[src/rtl/seq_detect_prog.sv]
// Runtime-programmable serial pattern detector with match counter and config-error flag.
// Optional per-bit compare mask enabled by defining SEQ_DETECT_PROG_MASK_EN.
module seq_detect_prog #(
    parameter int                 MAX_LEN         = 8,
    parameter int                 LEN_W           = 4,
    parameter int                 CNT_W           = 8,
    parameter logic [MAX_LEN-1:0] DEFAULT_PATTERN = MAX_LEN'(8'b0000_1011),
    parameter int                 DEFAULT_LEN     = 4,
    parameter bit                 DEFAULT_OVERLAP = 1'b0
) (
    input  logic               clk,
    input  logic               reset,
    input  logic               in_bit,
    input  logic               in_valid,
    input  logic               cfg_load,
    input  logic [MAX_LEN-1:0] cfg_pattern,
    input  logic [LEN_W-1:0]   cfg_len,
    input  logic               cfg_overlap,
`ifdef SEQ_DETECT_PROG_MASK_EN
    input  logic [MAX_LEN-1:0] cfg_mask,
`endif
    input  logic               cnt_clr,
    output logic               seq_seen,
    output logic [CNT_W-1:0]   match_cnt,
    output logic               cfg_err
);

    // The oldest history bit would only ever be shifted out, so it is not stored.
    logic [MAX_LEN-2:0] hist;
    logic [LEN_W-1:0]   fill;
    logic [LEN_W-1:0]   len;
    logic [MAX_LEN-1:0] pattern;
    logic               overlap;
    logic [MAX_LEN-1:0] cmp_mask;
    logic [MAX_LEN-1:0] next_hist;
    logic [MAX_LEN-1:0] len_mask;
    logic [LEN_W:0]     fill_inc;
    logic               fill_done;
    logic               pattern_hit;
    logic               match_now;
    logic               len_legal;

`ifdef SEQ_DETECT_PROG_MASK_EN
    logic [MAX_LEN-1:0] mask_q;
    assign cmp_mask = mask_q;
`else
    assign cmp_mask = '1;
`endif

    assign next_hist = {hist, in_bit};
    assign fill_inc  = {1'b0, fill} + (LEN_W+1)'(1);
    assign fill_done = (fill_inc >= {1'b0, len});

    always_comb begin
        len_mask = '0;
        for (int i = 0; i < MAX_LEN; i++) begin
            len_mask[i] = (i < int'(len));
        end
    end

    assign pattern_hit = (((next_hist ^ pattern) & len_mask & cmp_mask) == '0);
    assign match_now   = in_valid && !cfg_load && fill_done && pattern_hit;
    assign len_legal   = (cfg_len != '0) && (cfg_len <= LEN_W'(MAX_LEN));

    always_ff @(posedge clk) begin
        if (reset) begin
            hist      <= '0;
            fill      <= '0;
            len       <= LEN_W'(DEFAULT_LEN);
            pattern   <= DEFAULT_PATTERN;
            overlap   <= DEFAULT_OVERLAP;
`ifdef SEQ_DETECT_PROG_MASK_EN
            mask_q    <= '1;
`endif
            seq_seen  <= 1'b0;
            match_cnt <= '0;
            cfg_err   <= 1'b0;
        end else begin
            seq_seen <= match_now;

            if (cfg_load) begin
                // An illegal length leaves the running search completely untouched.
                if (len_legal) begin
                    pattern <= cfg_pattern;
                    len     <= cfg_len;
                    overlap <= cfg_overlap;
`ifdef SEQ_DETECT_PROG_MASK_EN
                    mask_q  <= cfg_mask;
`endif
                    fill    <= '0;
                    hist    <= '0;
                end else begin
                    cfg_err <= 1'b1;
                end
            end else if (in_valid) begin
                hist <= next_hist[MAX_LEN-2:0];
                if (match_now) begin
                    fill <= overlap ? len : '0;
                end else begin
                    fill <= fill_done ? len : fill_inc[LEN_W-1:0];
                end
            end

            if (cnt_clr) begin
                match_cnt <= match_now ? CNT_W'(1) : '0;
            end else if (match_now && (match_cnt != '1)) begin
                match_cnt <= match_cnt + CNT_W'(1);
            end
        end
    end

endmodule

[config.mk]
export PLATFORM = sky130hd
export DESIGN_NAME = seq_detect_prog
export DESIGN_NICKNAME = d
export VERILOG_FILES = /design/src/rtl/seq_detect_prog.sv
export SDC_FILE = /design/constraint.sdc
export NUM_CORES = 1
export LEC_CHECK = 0
export BUFFER_PORTS_ARGS = -buffer_cell sky130_fd_sc_hd__buf_2
export CAP_MARGIN = 40
export CORE_MARGIN = 2
export CORE_UTILIZATION = 60
export CTS_CLUSTER_SIZE = 30
export DETAILED_ROUTE_END_ITERATION = 7
export GPL_ROUTABILITY_DRIVEN = 0
export PLACE_DENSITY = 0.92
export SYNTH_ARGS = -nofsm -noshare
export SYNTH_HDL_FRONTEND = slang
export SYNTH_SLANG_ARGS = --single-unit
[constraint.sdc]
create_clock -name clk -period 6.95 [get_ports clk]
set_input_delay 0.695 -clock clk [delete_from_list [all_inputs] [get_ports clk]]
set_output_delay 0.695 -clock clk [all_outputs]
set_load 0.05 [all_outputs]
# ---- Word-level counts from Yosys, hierarchy flattened
# Index checks and enable logic that the tools add are counted.
dict set report word_totals {
  regBits 34
  input_bits 19
  output_inout_bits 10
  wordCells 50
}
dict set report classes {
  addsub 2
  magnitude_cmp 10
  eq_ne 2
  mux 12
  bitwise 3
  reduce_logical 13
}
# operator count
set ops {}
lappend ops {{2-to-1 mux 4 bit} 6}
lappend ops {{2-to-1 mux 7 bit} 3}
lappend ops {{< comparator 3 x 4 -> 1 bit (first input constant)} 4}
lappend ops {{2-to-1 mux 8 bit} 2}
lappend ops {{adder 8 x 1 -> 8 bit (second input constant)} 1}
lappend ops {{AND 8 bit} 1}
lappend ops {{logical NOT 8 bit} 1}
lappend ops {{< comparator 1 x 4 -> 1 bit (first input constant)} 2}
lappend ops {{< comparator 2 x 4 -> 1 bit (first input constant)} 2}
lappend ops {{!= test 8 bit (second input constant)} 1}
lappend ops {{bitwise XOR 8 bit} 1}
lappend ops {{AND reduction 2 bit} 3}
lappend ops {{adder 4 x 1 -> 5 bit (second input constant)} 1}
lappend ops {{>= comparator 5 x 4 -> 1 bit} 1}
lappend ops {{logical AND 1 bit} 5}
lappend ops {{less-or-equal comparator 4 bit (second input constant)} 1}
lappend ops {{nonzero test 2 bit} 2}
lappend ops {{nonzero test 4 bit} 1}
lappend ops {{!= test 2 x 1 -> 1 bit (second input constant)} 1}
lappend ops {{logical NOT 1 bit} 1}
lappend ops {{2-to-1 mux 1 bit} 1}
lappend ops {{inverter 1 bit} 1}

# ---- Logic depth before layout (Yosys ltp)
# Gate-level depths: netlist of run 1.
dict set report depth {
  ltp_word 7
  ltp_mapped 11
  mapped_depth_nobuf 10
}

# ---- Least setup slack after synthesis of run 1
# No wires, ideal clock.
dict set report synth_timing {
  kind {flip-flop to flip-flop}
  from {register fill[0]}
  to {register match_cnt[4]}
  setup_time_ps 118
  arrival_ps 2100
  required_time_ps 6832
  path_slack_ps 4733
  stages_incl_launch_ff 11
  path_buffers 1
  period_less_slack_ps 2217
  path_cell_list {dfxtp_1 ha_1 nand2b_1 nand2_1 ha_1 a2111oi_0 o21a_1 nor3_4 buf_6 a41oi_1 nor2_1}
}
dict set report synth_via {
  elab_chain_cells 6
}
# item line_no
set synth_lines {}
lappend synth_lines {{from (decl)} 30} ;# logic [LEN_W-1:0] fill;
lappend synth_lines {{from (signal assigned)} 98} ;# fill <= overlap ? len : '0;
lappend synth_lines {{from (signal assigned)} 100} ;# fill <= fill_done ? len : fill_inc[LEN_W-1:0];
lappend synth_lines {{adder 4 x 1 -> 5 bit} 51} ;# assign fill_inc = {1'b0, fill} + (LEN_W+1)'(1);
lappend synth_lines {{>= comparator 5 x 4 -> 1 bit} 52} ;# assign fill_done = (fill_inc >= {1'b0, len});
lappend synth_lines {{logical AND 1 bit (2 in a row)} 62} ;# assign match_now = in_valid && !cfg_load && fill_done && pattern_hit;
lappend synth_lines {{logical AND 1 bit} 106} ;# end else if (match_now && (match_cnt != '1)) begin
lappend synth_lines {{nonzero test 2 bit (no source line)} --}
lappend synth_lines {{to (signal assigned)} 105} ;# match_cnt <= match_now ? CNT_W'(1) : '0;
lappend synth_lines {{to (signal assigned)} 107} ;# match_cnt <= match_cnt + CNT_W'(1);
lappend synth_lines {{to (decl)} 24} ;# output logic [CNT_W-1:0] match_cnt,
# Every way passes these cells.
# A chain may end at the register's enable or synchronous reset.

# ---- Worst setup path in the final report of run 1
dict set report layout_timing {
  from {register fill[0]}
  to {register match_cnt[3]}
}
# The elaborated chain is that of the path after synthesis.

==> results.ini, run 1 <==
[run_status]
status = finished, final reports clean

[clock_network]
cts-htree-levels = 2
cts_tree = done
worst_setup_hold_path_clk_slew_ns = 0.11
cts_inserted_buffers = 5
clock_sink_count = 34
clk-insertion-delay-late_ns = 0.35
postCtsSetupBuffers = 0
post_cts.resized_instances = 0
cts_hold_repair.buffers = 0
clock_tree.buffer_depth = 2
clockRootBuffer = clkbuf_4

[worst_setup_path]
worst_ep_required_time_ns = 7.20
critPathLaunch = fill[0]
critical_path_buf_inv_count = 0
crit_slowest_cell = nor3_4
ff2ff_path_depth = 10
worst-r2r-setup-slack_ns = 4.34
rr_startpoint = fill[0]
worstSetupEndpoint = match_cnt[3]
crit_path_max_incr_delay_ns = 0.57
cp_max_fo = 15
timing.critical_path.from_type = flop
timing.rr.end = match_cnt[3]
cell_by_cell_trace_of_the_critical_path = ha_1 > nand2b_1 > nand2_1 > ha_1 > o21a_1 > nor2_1 > o21a_1 > nor3_4 > a31oi_1 > a41o_2
worst-setup-path-type = flop to flop
cp_data_arrival_time_ns = 2.86
crit_cells = 10
critPathCaptureType = flop
kind_of_cell_with_the_highest_combined_delay_on_the_critical_path = simple AND/OR/NAND/NOR gates

[run]
cap_viol_max_count = 0

[pwr]
power.density_cell_area_nw_per_um2 = 222
design_power_total_uw = 448
leak_pwr_nw = 0.824
irDropWorstVdd_uv = 171

[cells_and_area]
insertedDiodeCount = 0
sequential_cell_area_um2 = 681
final_net_count = 262
drive_gt1_share_pct = 20.2
layout_overhead_on_the_synthesized_area_pct = 12.4
utilization_pct = 72.0
multi_input_comb_area_um2 = 1030
nFillCells = 232

[synthesis]
syn-mean-instance-area_um2 = 8.44
synthDominantAreaCellType = dfxtp_1
yosys.cell_count.top_type = nand2_1
sequential_element_share_of_the_synthesized_area_pct = 37.9
synthTopCellsByArea = dfxtp_1, nand2_1, a21oi_1, ha_1, xnor2_1
synth_ff_type = dfxtp_1
ys.warnings.count = 0
synthDominantCellAreaShare_pct = 37.9
synth_instances = 213
yosys.cell_types.count = 48
async_reset_ff_share_pct = 0
netlist_area_um2 = 1800
synth_edf_count = 0
post_syn_nets = 238
yosys_register_bits = 34
post_synth_most_frequent_cells = nand2_1, dfxtp_1, a21oi_1

[die]
floorplan.initialDensity_pct = 64.0
fp.dieArea_um2 = 3450
io_pins = 29
floorplan.rows = 19
fp.dieW_um = 58.7
core_area_um2 = 2810
die_h_um = 58.7

[routing]
drt-pass1-iter-count = 5
route.detailed.vias_per_inst = 6.04
detailroute.via_count = 1626
wl_mm = 3.71
post_drt_wl_per_cell_um = 13.8
drtAntennaViolNets = 0
first_iter_violations = 62
remaining_drc_errors = 0

[timing]
final_tns_setup_ns = 0
layout_worst_path_cycle_share_pct = 37.6
worst_slew_pin_slew_ns = 0.791
slew_violations = 0
grt_setup_unrepaired = no
maxClockFrequency_ghz = 0.383
final_hold_violation_count = 0
finalCriticalPeriod_ns = 2.61
finalClockSkew_ns = 0.00449
timing.final.setup_violations = 0
timing.slew.headroom_pct = 47.2

[min_path]
worst_hold_path.num_cells = 2
hold_path.class = flop to flop

[placement]
hpwl_mm = 2.56
io_buffer_count = 28

[grt]
grt_pass1_vias = 1364
globalRouteTotalUtil_pct = 22.6
final_global_route_overflow_total = 0
initial_antenna_violation_count = 0
grt_pass1_wl_mm = 5.86
grt_max_degree = 32

[tightest hold or removal path, stage by stage (launching register included)]
cell and delay [ns]:
dfxtp_1 0.33, nand2_1 0.06, a21oi_1 0.05
[through the flow]
| stage | instances | hold slack (ns) | worst slack, ns | cell area, µm² |
|---|---|---|---|---|
| floorplan | 213 | 0.437 | 4.73 | 1800 |
| global route | 269 | 0.498 | 4.15 | 2020 |
| detailed placement | 261 | 0.458 | 4.14 | 1910 |
| CTS | 269 | 0.482 | 4.35 | 2020 |
| global placement | 261 | 0.445 | 4.21 | 1910 |
| finish | 269 | 0.477 | 4.34 | 2020 |
[registers in the layout, summed over array words and instances (netlist names)]
name       count
overlap        1
fill           4
pattern        8
match_cnt      8
cfg_err        1
hist           7
len            4
seq_seen       1
[placed cells by master, fill, tap and decap left out, types with 3 or more instances in the layout]
cell type | netlist | routed
nand2_1 | 39 | 39
clkbuf_4 | 0 | 5
xnor2_1 | 8 | 8
nand3_1 | 11 | 11
buf_2 | 2 | 28
a21oi_1 | 24 | 24
ha_1 | 6 | 6
o2bb2ai_1 | 4 | 4
nor2_1 | 12 | 12
dfxtp_1 | 34 | 34
a31oi_1 | 3 | 3
o21a_1 | 3 | 3
o21ai_0 | 3 | 3
nand2b_1 | 6 | 6
inv_1 | 4 | 4
nor3_1 | 4 | 4
nand3b_1 | 3 | 3
and3_1 | 3 | 3
[area by class of cell]
cell class	instances	share of cell area (%)
Tap cell	31	1.92
Inverter	4	0.743
Timing Repair Buffer	28	6.94
Clock inverter	2	2.97
Sequential cell	34	33.7
Multi-Input combinational cell	164	51.2
Clock buffer	6	2.54
[per-layer routing]
metal	vias up	wire length (µm)	global-route usage, %
li1	811	-	-
met1	767	1700	26.6
met2	41	1790	38.6
met3	7	167	5.93
met4	0	53	9.74
met5	-	0	0
[how the worst min path moves through the flow]
stage              end    start  slack (ns)
3_3_place_gp   cfg_err  cfg_err        0.45
4_1_cts        overlap  overlap        0.48
5_1_grt        overlap  overlap        0.50
3_5_place_dp   cfg_err  cfg_err        0.46
2_1_floorplan  overlap  overlap        0.44
6_report       overlap  overlap        0.48
[cells by family (layout without fill, tap and decap cells)]
| family | after synthesis | in the layout | synth area share (%) |
|---|---|---|---|
| and+or+nand+nor | 92 | 92 | 26.9 |
| xor gates and xnor gates | 10 | 10 | 4.87 |
| adders and majority gates | 6 | 6 | 4.18 |
| buffers and inverters | 15 | 40 | 4.60 |
| AOI/OAI and AO/OA | 55 | 55 | 21.0 |
| DFF | 34 | 34 | 37.9 |
| muxes | 1 | 1 | 0.557 |
[report_power, final]
part	internal [mW]	switching (mW)
combinational	0.0192	0.0277
sequential	0.201	0.00741
clock	0.122	0.0708
total	0.342	0.106
Power figures use the tool's default switching activity.
==> run 2: changes to the inputs <==
CORE_UTILIZATION = 55   (was 60)
PLACE_DENSITY = 0.86   (was 0.92)
clock period = 2.6 ns   (was 6.95 ns; I/O delays follow)
==> run 2 against run 1 <==
- sequential power grew to 2.6 times the previous value
- critical path depth stayed put
- global-route usage is 0.16 points lower
- clock power grew to 2.7 times the previous value
- largest power group unchanged
- cell count is 7.8% higher
- routed wire length is 4.8% higher
- setup slack worse by 4.2 ns
- clock skew is 0.0021 ns higher
- cell area is 4.5% higher
- utilization is 3.5 points lower
- critical endpoint is now match_cnt[4]
- register-to-register slack worse by 4.2 ns
- die area is 8.5% higher
==> results.ini, run 2 (synthesis gave the netlist of run 1 again) <==
[clock_network]
clockRootBuffer = clkbuf_4  ; unchanged
clock_tree.buffer_depth = 2  ; unchanged
clock_sink_count = 34  ; unchanged
cts-htree-levels = 2  ; unchanged
worst_setup_hold_path_clk_slew_ns = 0.11  ; about the same
cts_inserted_buffers = 5  ; unchanged
cts_tree = done  ; unchanged
clk-insertion-delay-late_ns = 0.35  ; about the same

[timing]
worst_slew_pin_slew_ns = 0.564  ; was 0.791 ns
grt_setup_unrepaired = no  ; unchanged
finalClockSkew_ns = 0.00663  ; was 0.00449 ns
worst_hold_slack_ns = 0.109  ; was 0.477 ns
timing.slew.headroom_pct = 62.3  ; was 47.2%
timing.final.setup_violations = 0  ; unchanged
maxClockFrequency_ghz = 0.408  ; was 0.383 GHz
final_tns_setup_ns = 0  ; unchanged
finalCriticalPeriod_ns = 2.45  ; was 2.61 ns
final_hold_violation_count = 0  ; unchanged
slew_violations = 0  ; unchanged
layout_worst_path_cycle_share_pct = 94.3  ; was 37.6%
worst_slack_ns = 0.147  ; was 4.34 ns

[worst_setup_path]
cp_max_fo = 12  ; was 15
worst-setup-path-type = flop to flop  ; unchanged
ff2ff_path_depth = 10  ; unchanged
rr_startpoint = fill[0]  ; unchanged
cell_by_cell_trace_of_the_critical_path = ha_1 > nand2b_1 > nand2_1 > ha_1 > a2111oi_0 > o21a_2 > nor3_4 > buf_4 > a41oi_1 > nor2_1  ; was ha_1 > nand2b_1 > nand2_1 > ha_1 > o21a_1 > nor2_1 > o21a_1 > nor3_4 > a31oi_1 > a41o_2
timing.rr.end = match_cnt[4]  ; was match_cnt[3]
crit_slowest_cell = a2111oi_0  ; was nor3_4
worst-r2r-setup-slack_ns = 0.15  ; was 4.34 ns
crit_path_max_incr_delay_ns = 0.50  ; was 0.57 ns
timing.critical_path.mode_cell = ha_1
critPathCaptureType = flop  ; unchanged
cp_data_arrival_time_ns = 2.71  ; was 2.86 ns
timing.critical_path.from_type = flop  ; unchanged
worst_ep_required_time_ns = 2.86  ; was 7.20 ns

[die]
die_h_um = 61.2  ; was 58.7 µm
io_pins = 29  ; unchanged
core_area_um2 = 3080  ; was 2810 µm²
floorplan.initialDensity_pct = 58.4  ; was 64.0%
floorplan.rows = 20  ; was 19
fp.dieArea_um2 = 3740  ; was 3450 µm²
fp.dieW_um = 61.2  ; was 58.7 µm

[routing]
remaining_drc_errors = 0  ; unchanged
first_iter_violations = 147  ; was 62
post_drt_wl_per_cell_um = 13.4  ; was 13.8 µm
route.detailed.vias_per_inst = 5.63  ; was 6.04
drtAntennaViolNets = 0  ; unchanged
wl_mm = 3.89  ; was 3.71 mm
detailroute.via_count = 1633  ; was 1,626
drt-pass1-iter-count = 4  ; was 5

[placement]
post-place-ws_ns = 0.0873  ; was 4.14 ns
hpwl_mm = 2.64  ; was 2.56 mm
placedInstanceArea_um2 = 1970  ; was 1910 µm²
io_buffer_count = 28  ; unchanged

[grt]
initial_antenna_violation_count = 0  ; unchanged
globalRouteTotalUtil_pct = 22.4  ; was 22.6%
grt_max_degree = 32  ; unchanged
grt_pass1_wl_mm = 6.27  ; was 5.86 mm
final_global_route_overflow_total = 0  ; unchanged
grt_pass1_vias = 1503  ; was 1,364

[cells_and_area]
nFillCells = 261  ; was 232
reg.largest.list = match_cnt (8), pattern (8), hist (7)  ; unchanged
fin_area_um2 = 2110  ; was 2020 µm²
utilization_pct = 68.5  ; was 72.0%
drive_gt1_share_pct = 23.2  ; was 20.2%
final_cell_mix = nand2_1, dfxtp_1, buf_2, a21oi_1, nor2_1  ; unchanged
multi_input_comb_area_um2 = 1030  ; about the same
final_net_count = 270  ; was 262
layout_overhead_on_the_synthesized_area_pct = 17.4  ; was 12.4%
final_common_cell = nand2_1  ; unchanged
sequential_cell_area_um2 = 681  ; unchanged
insertedDiodeCount = 0  ; unchanged

[min_path]
timing.hold.worst.start = cfg_pattern[3]  ; was overlap
holdPathEnd = pattern[3]  ; was overlap
worst_hold_path.num_cells = 3  ; was 2
hold_path.class = primary input to flop  ; was flop to flop

[run_status]
status = finished, final reports clean  ; unchanged

[pwr]
leak_pwr_nw = 0.869  ; was 0.824 nW
power.density_cell_area_nw_per_um2 = 572  ; was 222 nW/µm²
irDropWorstVdd_uv = 377  ; was 171 µV

[run]
cap_viol_max_count = 0  ; unchanged

## run 2: worst max-delay path by stage
stage	to	slack [ns]	start
4_1_cts	match_cnt[3]	0.07	fill[0]
3_3_place_gp	match_cnt[3]	0.18	fill[0]
3_5_place_dp	match_cnt[3]	0.09	fill[0]
2_1_floorplan	match_cnt[4]	0.38	fill[0]
5_1_grt	match_cnt[4]	0.05	fill[0]
6_report	match_cnt[4]	0.15	fill[0]
## run 2: worst max-delay path, delay by kind of cell, from the launching register on
family / cells / cell delay, ns
AO/OA/AOI/OAI: 3 / 1.02
adder cells (fa/ha/maj): 2 / 0.39
buffers and inverters: 1 / 0.16
flip-flops: 1 / 0.42
AND/OR/NAND/NOR: 4 / 0.35
## run 2: timing repair
| item | in CTS | in global routing |
|---|---|---|
| gates resized for setup | 0 | 1 |
| buffers inserted | 0 | 2 |
| setup endpoints to repair | 0 | 7 |
| endpoints found under the hold margin | 0 | 0 |
| hold buffers | 0 | 0 |
## run 2: final cells by class
type	count	area share, %
multi-input combinational	164	49.1
sequential	34	32.3
timing repair buffer	36	10.1
clock inverter	2	2.85
tap	44	2.61
clock buffer	6	2.43
inverter	4	0.712
## run 2: per-layer routing
| metal | GRT usage (%) | part of all wire, % | routed length (µm) |
|---|---|---|---|
| met1 | 28.1 | 45 | 1750 |
| met2 | 36.2 | 49 | 1910 |
| met3 | 5.67 | 3.9 | 152 |
| met4 | 10.6 | 2.1 | 82 |
| met5 | 0 | 0 | 0 |
## run 2: through the flow
stage | std cells | power, mW
final | 290 | 1.21
after CTS | 288 | 1.21
after floorplan | 213 | 0.661
after detailed placement | 280 | 0.702
after global routing | 290 | 1.25
after global placement | 280 | 0.699
## run 2: power breakdown
group | switching, mW | internal, mW
Sequential | 0.0135 | 0.537
Clock | 0.188 | 0.326
Combinational | 0.0837 | 0.0583
Total | 0.285 | 0.921
==> run 3: changes to the inputs <==
CORE_MARGIN = 3   (was 2)
==> run 3 against run 2 <==
- largest cell class unchanged
- first-iteration DRC count down 45%
- count of clock-buffer cells in the layout up 1
- critical endpoint is now match_cnt[5]
- clock power down 47%
==> results.ini, run 3 (synthesis gave the netlist of run 1 again) <==
[run]
cap_viol_max_count = 0  ; unchanged

[routing]
wl_mm = 3.78  ; was 3.89 mm
detailroute.via_count = 1616  ; was 1,633
route.detailed.vias_per_inst = 5.59  ; was 5.63
first_iter_violations = 81  ; was 147
drtAntennaViolNets = 0  ; unchanged
remaining_drc_errors = 0  ; unchanged
drt-pass1-iter-count = 4  ; unchanged
post_drt_wl_per_cell_um = 13.1  ; was 13.4 µm

[cells_and_area]
fin_cells = 289  ; was 290
insertedDiodeCount = 0  ; unchanged
final_cell_mix = nand2_1, dfxtp_1, buf_2, a21oi_1, nor2_1  ; unchanged
layout_overhead_on_the_synthesized_area_pct = 13.1  ; was 17.4%
final_net_count = 270  ; unchanged
reg.largest.list = match_cnt (8), pattern (8), hist (7)  ; unchanged
drive_gt1_share_pct = 22.0  ; was 23.2%
final_common_cell = nand2_1  ; unchanged

[placement]
place.detailed.instances = 280  ; unchanged
hpwl_mm = 2.77  ; was 2.64 mm
io_buffer_count = 28  ; unchanged

[die]
floorplan.initialDensity_pct = 58.4  ; unchanged
die_h_um = 63.2  ; was 61.2 µm
fp.dieW_um = 63.2  ; was 61.2 µm
io_pins = 29  ; unchanged
fp.dieArea_um2 = 3990  ; was 3740 µm²
core_area_um2 = 3080  ; unchanged
floorplan.rows = 20  ; unchanged

[pwr]
clock_power_share_pct = 28.2  ; was 42.6%
power.share.combinational_pct = 14.7  ; was 11.8%
power.density_cell_area_nw_per_um2 = 475  ; was 572 nW/µm²
netSwitchingPower_uw = 266  ; was 285 µW
leak_pwr_nw = 0.834  ; was 0.869 nW
irDropWorstVdd_uv = 283  ; was 377 µV
design_power_total_uw = 964  ; was 1.21 mW
cell_internal_pwr_uw = 698  ; was 921 µW
netSwitchingFraction_pct = 27.6  ; was 23.6%
seqPwrFrac_pct = 57.1  ; was 45.7%

[clock_network]
clock_tree.buffer_depth = 2  ; unchanged
clock_sink_count = 34  ; unchanged
clockRootBuffer = clkbuf_4  ; unchanged
cts_hold_repair.buffers = 0  ; unchanged
cts-htree-levels = 2  ; unchanged
worst_setup_hold_path_clk_slew_ns = 0.10  ; was 0.11 ns
cts_inserted_buffers = 5  ; unchanged
clk-insertion-delay-late_ns = 0.34  ; was 0.35 ns
cts_tree = done  ; unchanged

[grt]
globalRouteTotalUtil_pct = 20.2  ; was 22.4%
grt_pass1_vias = 1490  ; was 1,503
grt_pass1_wl_mm = 6.58  ; was 6.27 mm
initial_antenna_violation_count = 0  ; unchanged
final_global_route_overflow_total = 0  ; unchanged
grt_max_degree = 32  ; unchanged

[worst_setup_path]
critPathCaptureType = flop  ; unchanged
cp_data_arrival_time_ns = 2.67  ; was 2.71 ns
cp_max_fo = 13  ; was 12
worst-setup-path-type = flop to flop  ; unchanged
timing.critical_path.from_type = flop  ; unchanged
worst_ep_required_time_ns = 2.84  ; was 2.86 ns

[timing]
final_tns_setup_ns = 0  ; unchanged
grt_setup_unrepaired = no  ; unchanged
slew_violations = 0  ; unchanged
finalCriticalPeriod_ns = 2.43  ; was 2.45 ns
final_hold_violation_count = 0  ; unchanged
layout_worst_path_cycle_share_pct = 93.6  ; was 94.3%
timing.final.setup_violations = 0  ; unchanged
finalClockSkew_ns = 0.0103  ; was 0.00663 ns
timing.slew.headroom_pct = 61.2  ; was 62.3%
worst_hold_slack_ns = 0.140  ; was 0.109 ns
worst_slew_pin_slew_ns = 0.581  ; was 0.564 ns
maxClockFrequency_ghz = 0.411  ; was 0.408 GHz

[min_path]
hold_path.class = primary input to flop  ; unchanged

[run_status]
status = finished, final reports clean  ; unchanged

==> run 3: what timing repair did <==
action	in CTS	in global routing
resized for setup	0	2
endpoints found under the setup margin	0	12
buffers inserted	0	2
hold endpoints to repair	0	0
==> run 3: metal layers <==
| metal | track usage (%) | wire length, µm | up-vias |
|---|---|---|---|
| li1 | - | - | 818 |
| met1 | 24.9 | 1770 | 763 |
| met2 | 34.5 | 1840 | 31 |
| met3 | 5.35 | 130 | 4 |
| met4 | 5.23 | 39 | 0 |
| met5 | 0 | 0 | - |
==> run 3: worst paths after layout <==
check	from	end	slack [ns]	cells after the start
setup / recovery	fill[0]	match_cnt[5]	0.17	11
hold / removal	cfg_pattern[1]	pattern[1]	0.14	3
setup reg to reg	fill[0]	match_cnt[5]	0.17	11
hold reg to reg	overlap	overlap	0.47	2
==> run 3: per-stage QoR <==
step           util [%]  instance area [µm²]  setup slack, ns
2_1_floorplan         -                 1800            0.383
3_3_place_gp       64.0                 1970            0.181
3_5_place_dp       64.0                 1970           0.0245
4_1_cts            65.4                 2010          0.00603
5_1_grt            66.0                 2030         0.000457
6_report           66.0                 2030            0.165
==> run 3: critical path, stage by stage (launching register included) <==
cell      delay [ns]
dfxtp_1         0.42
ha_1            0.22
nand2b_1        0.13
nand2_1         0.06
ha_1            0.28
o21a_1          0.12
nor2_1          0.05
o21a_2          0.25
nor3_4          0.40
buf_4           0.22
nand4_4         0.07
mux2i_1         0.13
==> run 3: power groups by stage <==
stage          logic (mW)  registers [mW]  clock network [mW]
6_report            0.142           0.550               0.272
5_1_grt             0.160           0.553               0.305
4_1_cts             0.141           0.550               0.279
3_5_place_dp        0.141           0.562                   0
3_3_place_gp        0.137           0.562                   0
2_1_floorplan      0.0967           0.564                   0
==> run 3: area by class of cell <==
class | count | area, µm²
clock buffers | 7 | 45.0
fillers | 289 | 1050
inverters | 4 | 15.0
multi-input cells | 164 | 1040
flip-flops and latches | 34 | 681
well taps | 44 | 55.1
repair buffers | 36 | 200
